File: src/rtl/sw_debouncer_pkg.sv
// sw_debouncer_pkg
//   Shared types and default sizing for the switch debouncer slice.
//   - deb_state_e : per-channel debounce FSM state (IDLE, WAIT)
//   - *_DEF       : default parameter values used by sw_debouncer and
//                   debounce_channel
package sw_debouncer_pkg;

    typedef enum logic {
        IDLE = 1'b0,
        WAIT = 1'b1
    } deb_state_e;

    localparam int NB_SW_DEF           = 4;
    localparam int NB_COUNTER_DEF      = 14;
    localparam int DEBOUNCE_CYCLES_DEF = 10000;

endpackage

File: src/rtl/debounce_channel.sv
// debounce_channel
//   One switch bit: two-flop synchroniser, debounce counter with a two-state
//   FSM, the committed stable level and registered rise/fall pulses.
//   Ports:
//     clock     in   system clock, rising edge
//     i_reset_n in   asynchronous active-low reset
//     i_sw      in   raw switch bit, asynchronous to clock
//     o_stable  out  debounced level
//     o_rise    out  one-cycle pulse on a committed 0->1 change
//     o_fall    out  one-cycle pulse on a committed 1->0 change
module debounce_channel
    import sw_debouncer_pkg::*;
#(
    parameter int NB_COUNTER      = NB_COUNTER_DEF,
    parameter int DEBOUNCE_CYCLES = DEBOUNCE_CYCLES_DEF
) (
    input  logic clock,
    input  logic i_reset_n,
    input  logic i_sw,
    output logic o_stable,
    output logic o_rise,
    output logic o_fall
);

    generate
        if (DEBOUNCE_CYCLES < 2 || DEBOUNCE_CYCLES > (2 ** NB_COUNTER) - 1) begin : g_bad_cfg
            $error("debounce_channel: DEBOUNCE_CYCLES out of range for NB_COUNTER");
        end
    endgenerate

    localparam logic [NB_COUNTER-1:0] CNT_LAST = NB_COUNTER'(DEBOUNCE_CYCLES - 1);

    logic                  sync_meta;
    logic                  sync;
    deb_state_e            state;
    deb_state_e            state_next;
    logic [NB_COUNTER-1:0] cnt;
    logic [NB_COUNTER-1:0] cnt_next;
    logic                  stable_next;
    logic                  rise_next;
    logic                  fall_next;

    always_ff @(posedge clock or negedge i_reset_n) begin
        if (!i_reset_n) begin
            sync_meta <= 1'b0;
            sync      <= 1'b0;
            state     <= IDLE;
            cnt       <= '0;
            o_stable  <= 1'b0;
            o_rise    <= 1'b0;
            o_fall    <= 1'b0;
        end else begin
            sync_meta <= i_sw;
            sync      <= sync_meta;
            state     <= state_next;
            cnt       <= cnt_next;
            o_stable  <= stable_next;
            o_rise    <= rise_next;
            o_fall    <= fall_next;
        end
    end

    // The commit compare bounds cnt, so it can never wrap.
    always_comb begin
        state_next  = state;
        cnt_next    = cnt;
        stable_next = o_stable;
        rise_next   = 1'b0;
        fall_next   = 1'b0;
        case (state)
            IDLE: begin
                if (sync != o_stable) begin
                    state_next = WAIT;
                    cnt_next   = NB_COUNTER'(1);
                end else begin
                    cnt_next   = '0;
                end
            end
            WAIT: begin
                if (sync == o_stable) begin
                    state_next = IDLE;
                    cnt_next   = '0;
                end else if (cnt == CNT_LAST) begin
                    stable_next = sync;
                    rise_next   = sync;
                    fall_next   = ~sync;
                    state_next  = IDLE;
                    cnt_next    = '0;
                end else begin
                    cnt_next    = cnt + NB_COUNTER'(1);
                end
            end
            default: begin
                state_next = IDLE;
                cnt_next   = '0;
            end
        endcase
    end

endmodule

File: src/rtl/sw_debouncer.sv
// sw_debouncer
//   Board switch conditioner: NB_SW independent debounce channels plus a
//   sticky event mask with valid/ack handshake.
//   Optional feature macro: SW_DEBOUNCER_TOGGLE_EN (toggle-mode levels on
//   o_sw_toggle; tied to 0 when undefined).
//   Ports:
//     clock         in   system clock, rising edge
//     i_reset_n     in   asynchronous active-low reset
//     i_sw          in   raw switch inputs
//     o_sw_stable   out  debounced levels
//     o_sw_rise     out  one-cycle committed 0->1 pulses
//     o_sw_fall     out  one-cycle committed 1->0 pulses
//     o_event_valid out  high while o_event_mask is non-zero
//     o_event_mask  out  sticky set of channels changed since last ack
//     i_event_ack   in   clears the mask bits currently presented
//     o_sw_toggle   out  per-channel level flipped on each rise
module sw_debouncer
    import sw_debouncer_pkg::*;
#(
    parameter int NB_SW           = NB_SW_DEF,
    parameter int NB_COUNTER      = NB_COUNTER_DEF,
    parameter int DEBOUNCE_CYCLES = DEBOUNCE_CYCLES_DEF
) (
    input  logic             clock,
    input  logic             i_reset_n,
    input  logic [NB_SW-1:0] i_sw,
    output logic [NB_SW-1:0] o_sw_stable,
    output logic [NB_SW-1:0] o_sw_rise,
    output logic [NB_SW-1:0] o_sw_fall,
    output logic             o_event_valid,
    output logic [NB_SW-1:0] o_event_mask,
    input  logic             i_event_ack,
    output logic [NB_SW-1:0] o_sw_toggle
);

    logic [NB_SW-1:0] mask_next;

    generate
        for (genvar i = 0; i < NB_SW; i++) begin : g_ch
            debounce_channel #(
                .NB_COUNTER      (NB_COUNTER),
                .DEBOUNCE_CYCLES (DEBOUNCE_CYCLES)
            ) u_ch (
                .clock     (clock),
                .i_reset_n (i_reset_n),
                .i_sw      (i_sw[i]),
                .o_stable  (o_sw_stable[i]),
                .o_rise    (o_sw_rise[i]),
                .o_fall    (o_sw_fall[i])
            );
        end
    endgenerate

    // Ack clears only the bits presented this cycle; a pulse arriving in the
    // same cycle survives the ack.
    always_comb begin
        mask_next = (o_event_mask & ~(i_event_ack ? o_event_mask : '0))
                  | o_sw_rise | o_sw_fall;
    end

    // Valid is registered from mask_next so it has no combinational path
    // from i_event_ack.
    always_ff @(posedge clock or negedge i_reset_n) begin
        if (!i_reset_n) begin
            o_event_mask  <= '0;
            o_event_valid <= 1'b0;
        end else begin
            o_event_mask  <= mask_next;
            o_event_valid <= |mask_next;
        end
    end

`ifdef SW_DEBOUNCER_TOGGLE_EN
    always_ff @(posedge clock or negedge i_reset_n) begin
        if (!i_reset_n) begin
            o_sw_toggle <= '0;
        end else begin
            o_sw_toggle <= o_sw_toggle ^ o_sw_rise;
        end
    end
`else
    assign o_sw_toggle = '0;
`endif

endmodule

File: config.mk
export PLATFORM = sky130hd
export DESIGN_NAME = sw_debouncer
export DESIGN_NICKNAME = d
export VERILOG_FILES = /design/src/rtl/sw_debouncer_pkg.sv /design/src/rtl/debounce_channel.sv /design/src/rtl/sw_debouncer.sv
export SDC_FILE = /design/constraint.sdc
export NUM_CORES = 1
export LEC_CHECK = 0
export BUFFER_PORTS_ARGS = -buffer_cell sky130_fd_sc_hd__buf_2
export CAP_MARGIN = 30
export CORE_MARGIN = 2
export CORE_UTILIZATION = 30
export CTS_CLUSTER_SIZE = 10
export DETAILED_ROUTE_END_ITERATION = 12
export PLACE_DENSITY = 0.56
export RECOVER_POWER = 50
export SLEW_MARGIN = 10
export SYNTH_ARGS = -nofsm -noshare
export SYNTH_HDL_FRONTEND = slang
export SYNTH_SLANG_ARGS = --single-unit
File: constraint.sdc
create_clock -name clock -period 2.2 [get_ports clock]
set_input_delay 0.22 -clock clock [delete_from_list [all_inputs] [get_ports clock]]
set_output_delay 0.22 -clock clock [all_outputs]
set_load 0.01 [all_outputs]
; ---- Word-level counts from Yosys, hierarchy flattened
; Cells that the tools add are included.
[word_totals]
reg_bits = 85
inputBits = 7
out_inout_bits = 21
wordCells = 124
[classes]
addsub = 4
n_eq_ne = 12
n_mux = 57
bitwise = 16
n_reduce_logical = 5
[op_table]
columns = operator, n
row1 = $mux 14, 8
row2 = $pmux 14 s2, 4
row3 = $add 14x1->14 const B, 4
row4 = $eq 14x14->1 const B, 4
row5 = $mux 1, 40
row6 = $not 1->1, 12
row7 = $reduce_and 3->1, 4
row8 = $or 4x4->4, 2
row9 = $pmux 1 s2, 4
row10 = $and 4x4->4, 1
row11 = $eq 1x1->1, 4
row12 = $mux 4, 1
row13 = $ne 1x1->1, 4
row14 = $not 4->4, 1
row15 = $reduce_or 4->1, 1

; ---- Logic depth before layout (Yosys ltp)
[depth]
word_depth = 6
mapped_depth = 6
depth_no_buf = 5

; ---- Modules after synthesis
; Synthesis repeated with hierarchy kept, for this count alone.
[unflattened]
cells_unflattened = 351
hier_area_um2 = 3915.0
[modules_own_cells]
columns = module, n_inst, cells_per_inst, area_per_inst_um2, seq_area_each_um2
row1 = debounce_channel, 4, 82, 924.6, 500.5
row2 = sw_debouncer, 1, 23, 216.5, 125.1

; ---- Worst setup path after synthesis
; OpenSTA, ideal clock, no wires.
[synth_path]
kind = register -> register
start = register g_ch[3].u_ch.cnt[6]
end = register g_ch[3].u_ch.o_stable
setup_time_ns = 0.127
t_arrival_ns = 1.898
required_ns = 2.073
slack_ns = 0.175
stages_incl_launch_ff = 6
path_buffers = 1
synth_period_minus_slack_ns = 2.025
path_cell_list = dfrtp_1 > buf_6 > or4_1 > or4_4 > nor2_4 > mux2_1
[synth_between]
elab_chain_len = 2
[synth_lines]
columns = element, line
row1 = from (decl), debounce_channel.sv:37  ; logic [NB_COUNTER-1:0] cnt;
row2 = from (signal assigned), debounce_channel.sv:56  ; cnt <= cnt_next;
row3 = $eq 14x14->1, debounce_channel.sv:83  ; end else if (cnt == CNT_LAST) begin
row4 = $reduce_and 3->1 (no source line), --
row5 = to (signal assigned), debounce_channel.sv:57  ; o_stable <= stable_next;
row6 = to (decl), debounce_channel.sv:20  ; output logic o_stable,
; Every way passes these cells.
; A chain may end at the register's enable or synchronous reset.

; ---- Worst setup path after layout
[layout_path]
start = register g_ch[0].u_ch.cnt[6]
end = register g_ch[0].u_ch.o_stable
[layout_between]
elab_chain_len = 2
[layout_lines]
columns = element, line
row1 = from (decl), debounce_channel.sv:37
row2 = from (signal assigned), debounce_channel.sv:56
row3 = $eq 14x14->1, debounce_channel.sv:83
row4 = $reduce_and 3->1 (no source line), --
row5 = to (signal assigned), debounce_channel.sv:57
row6 = to (decl), debounce_channel.sv:20
; Every way passes these cells.

==> key figures <==
CTS
  • Clock latency on the worst-skew pair: 340 ps
  • CTS Buf Count: 9
  • H-tree depth: 3
  • CTS tree: yes
  • Clock Tree Buf Depth: 2
  • Post CTS Setup Buffer Count: 0
  • Clock root cell: clkbuf_16
  • CTS clk-pin slew, worst paths: 60 ps
  • Clock tree sinks: 85

Power and ir drop
  • Seq pwr share: 48.3%
  • NetSw: 0.000765 W
  • Switch share: 22.5%
  • Pint: 0.00264 W
  • Logic pwr share: 4.5%
  • Peak supply drop: 0.000540 V
  • Clk pwr share: 47.2%
  • Pleak: 1.83 nW
  • Power per cell area: 764 nW/um^2

Outcome
  • Status: complete, no violations

Layout
  • # diodes: 0
  • Sequential cell area: 2130 um^2
  • Share of cells above drive strength 1: 10.4%
  • Layout fillers: 1288
  • Layout Cells excl Fill: 566
  • Post-route cell area: 4460 um^2
  • Area Growth Syn to Fin: 13.9%
  • Commonest cells after routing, fill and taps aside: dfrtp_1 (85), nor2_1 (61), xnor2_1 (33)
  • Most common cell after layout, fill and taps aside: dfrtp_1
  • Final #Nets: 404
  • Multi-input gate area: 1580 um^2

Critical path
  • Reg-to-Reg Start: g_ch[0].u_ch.cnt[6]
  • Critical path type: reg2reg
  • Crit-path max cell delay: 550 ps
  • Critical path, cell by cell: or4_1 -> or4_4 -> nor2_2 -> mux2_1
  • Crit-path max FO: 5
  • RR Endpoint: g_ch[0].u_ch.o_stable
  • Reg2Reg Depth: 4
  • CP max-delay cell: or4_4
  • Flop2flop setup slack: 130 ps
  • Req. time, crit path: 2420 ps
  • Crit start category: flop
  • Worst EP arrival: 2290 ps
  • Worst setup EP type: flop

Min path
  • Cells on Worst Hold Path: 2
  • HP Class: in2reg
  • Hold EP: o_event_mask[2]
  • Origin of the worst min-delay path: i_event_ack

STA
  • Fin crit share: 94.0%
  • Final hold viol count: 0
  • Sum of negative setup slack: 0 ps
  • Fin crit period: 2070 ps
  • Max Slew Vio Count: 0
  • Final setup vio count: 0
  • Worst setup margin: 132 ps
  • RSZ-0062 raised after global routing: false
  • Fmax: 484 MHz
  • Tightest Pin Transition: 788 ps
  • Final Skew: 7.60 ps
  • Slew HR: 47.5%

Floorplan
  • I/O pin count: 28
  • Chip Height: 118 um
  • Die area: 14000 um^2
  • Initial Utilization: 30.9%
  • Row count: 41
  • CORE AREA: 12700 um^2
  • Die Width: 118 um

Route
  • Antenna-violating nets left: 0
  • Vias per cell: 4.55
  • Drt pass-1 iters: 4
  • WL/cell: 12.9 um
  • Via count: 2578
  • Detailed-route DRC error count: 0
  • Initial DRC count: 74
  • Post-Route WL: 7310 um

Logic synthesis
  • YS warnings: 0
  • Synth Area per Inst: 10.7 um^2
  • Synthesized instance count: 365
  • Post-synthesis cell area: 3910 um^2
  • Sequential-to-total area share from yosys stat: 54.3%
  • Yosys reg bits: 85
  • Yosys cell types: 33

Global routing
  • Largest net degree at the start of global routing: 56
  • Gr ovfl total: 0
  • Total track usage: 11.1%
  • Vias in the first global route: 2566
  • Initial antenna violation count: 0
  • First-pass GRT wire length: 12400 um

Place
  • Placed Cells incl. Taps: 545
  • Final Wtd Congestion: 0.801
  • DP Area: 4120 um^2
  • Worst slack, placed: 150 ps
  • DPL Wire Length: 4930 um
  • Port buffer count: 23

Job
  • MaxCap Viol Count: 0
final cells by class:
| cell class | instances | share of cell area (%) |
|---|---|---|
| clock buffer | 10 | 5.13 |
| clock inverter | 6 | 1.96 |
| inverter | 12 | 1.01 |
| multi-input combinational | 250 | 35.5 |
| sequential | 85 | 47.7 |
| tap | 172 | 4.83 |
| timing repair buffer | 31 | 3.84 |
Yosys cell counts (all sizes together):
| cell type | n | area [um^2] |
|---|---|---|
| dfrtp | 85 | 2130 |
| nor2 | 65 | 259 |
| xnor2 | 33 | 289 |
| buf | 21 | 169 |
| nand3 | 21 | 105 |
| xor2 | 18 | 158 |
| nand4 | 15 | 93.8 |
| nand2 | 13 | 48.8 |
| inv | 12 | 45.0 |
| nor4 | 12 | 75.1 |
| nor3 | 11 | 55.1 |
| or4 | 9 | 82.6 |
| ha | 8 | 100 |
| nand2b | 8 | 65.1 |
| o21ai | 8 | 40.0 |
| and2 | 4 | 25.0 |
| and3 | 4 | 25.0 |
| mux2 | 4 | 45.0 |
| o22ai | 4 | 25.0 |
| and4 | 2 | 17.5 |
| or4bb | 2 | 22.5 |
| a21oi | 1 | 5.00 |
| conb | 1 | 3.75 |
| o31ai | 1 | 7.51 |
| or3 | 1 | 6.26 |
| or3b | 1 | 8.76 |
| or4b | 1 | 10.0 |
per-stage QoR:
stage / hold slack [ps] / total power (W) / utilization, %
finish: 223 / 0.00341 / 35.2
floorplan: -75.6 / 0.00177 / -
global placement: 185 / 0.00182 / 32.5
CTS: 209 / 0.00346 / 35.4
detailed placement: 192 / 0.00183 / 32.5
global route: 244 / 0.00355 / 35.2
registers in the layout, summed over array words and instances, names as in the netlist:
| signal | cells |
|---|---|
| g_ch.u_ch.cnt | 56 |
| g_ch.u_ch.o_fall | 4 |
| g_ch.u_ch.o_rise | 4 |
| g_ch.u_ch.o_stable | 4 |
| g_ch.u_ch.state | 4 |
| g_ch.u_ch.sync | 4 |
| g_ch.u_ch.sync_meta | 4 |
| o_event_mask | 4 |
| o_event_valid | 1 |
worst max-delay path by stage:
stage,endpoint,startpoint,slack (ps)
after global routing,g_ch[0].u_ch.cnt[11],i_reset_n,80
after detailed placement,g_ch[0].u_ch.o_stable,g_ch[0].u_ch.cnt[7],150
after global placement,g_ch[1].u_ch.o_stable,g_ch[1].u_ch.cnt[4],180
final,g_ch[0].u_ch.o_stable,g_ch[0].u_ch.cnt[6],130
after CTS,g_ch[0].u_ch.o_stable,g_ch[0].u_ch.cnt[6],140
after floorplan,g_ch[3].u_ch.o_stable,g_ch[3].u_ch.cnt[6],170
power groups by stage:
stage	Clock (W)	Sequential [W]	Combinational, W
after floorplan	0	0.00166	0.000104
after global placement	0	0.00167	0.000149
after detailed placement	0	0.00167	0.000155
after CTS	0.00165	0.00164	0.000162
after global routing	0.00172	0.00165	0.000178
final	0.00161	0.00165	0.000152
worst max-delay path: cells and delay by family, from the launching register on:
kind	cells	cell delay, ps
and+or+nand+nor	3	1190
DFF	1	430
muxes	1	330
metal layers:
metal / vias up / GRT usage, % / routed length, um / share of wire, %
li1: 1271 / - / - / -
met1: 1244 / 15.5 / 3690 / 51
met2: 51 / 16.1 / 3200 / 44
met3: 12 / 3.33 / 293 / 4.0
met4: 0 / 4.52 / 121 / 1.7
met5: - / 0 / 0 / 0
cell families (layout without fill, tap and decap cells):
family / Yosys count / count (layout) / synth area share (%)
xor+xnor: 51 / 51 / 11.4
flops: 85 / 85 / 54.3
mux: 4 / 4 / 1.15
buf+inv: 33 / 59 / 5.47
other cells: 1 / 4 / 0.0958
fa+ha+maj: 8 / 8 / 2.56
compound gates: 14 / 14 / 1.98
simple gates: 169 / 169 / 23.0
what timing repair did:
item	CTS	global route
endpoints found under the hold margin	34	0
gates resized for setup	0	0
hold buffers	5	0
No activity file was read; power rests on OpenSTA's default activity.
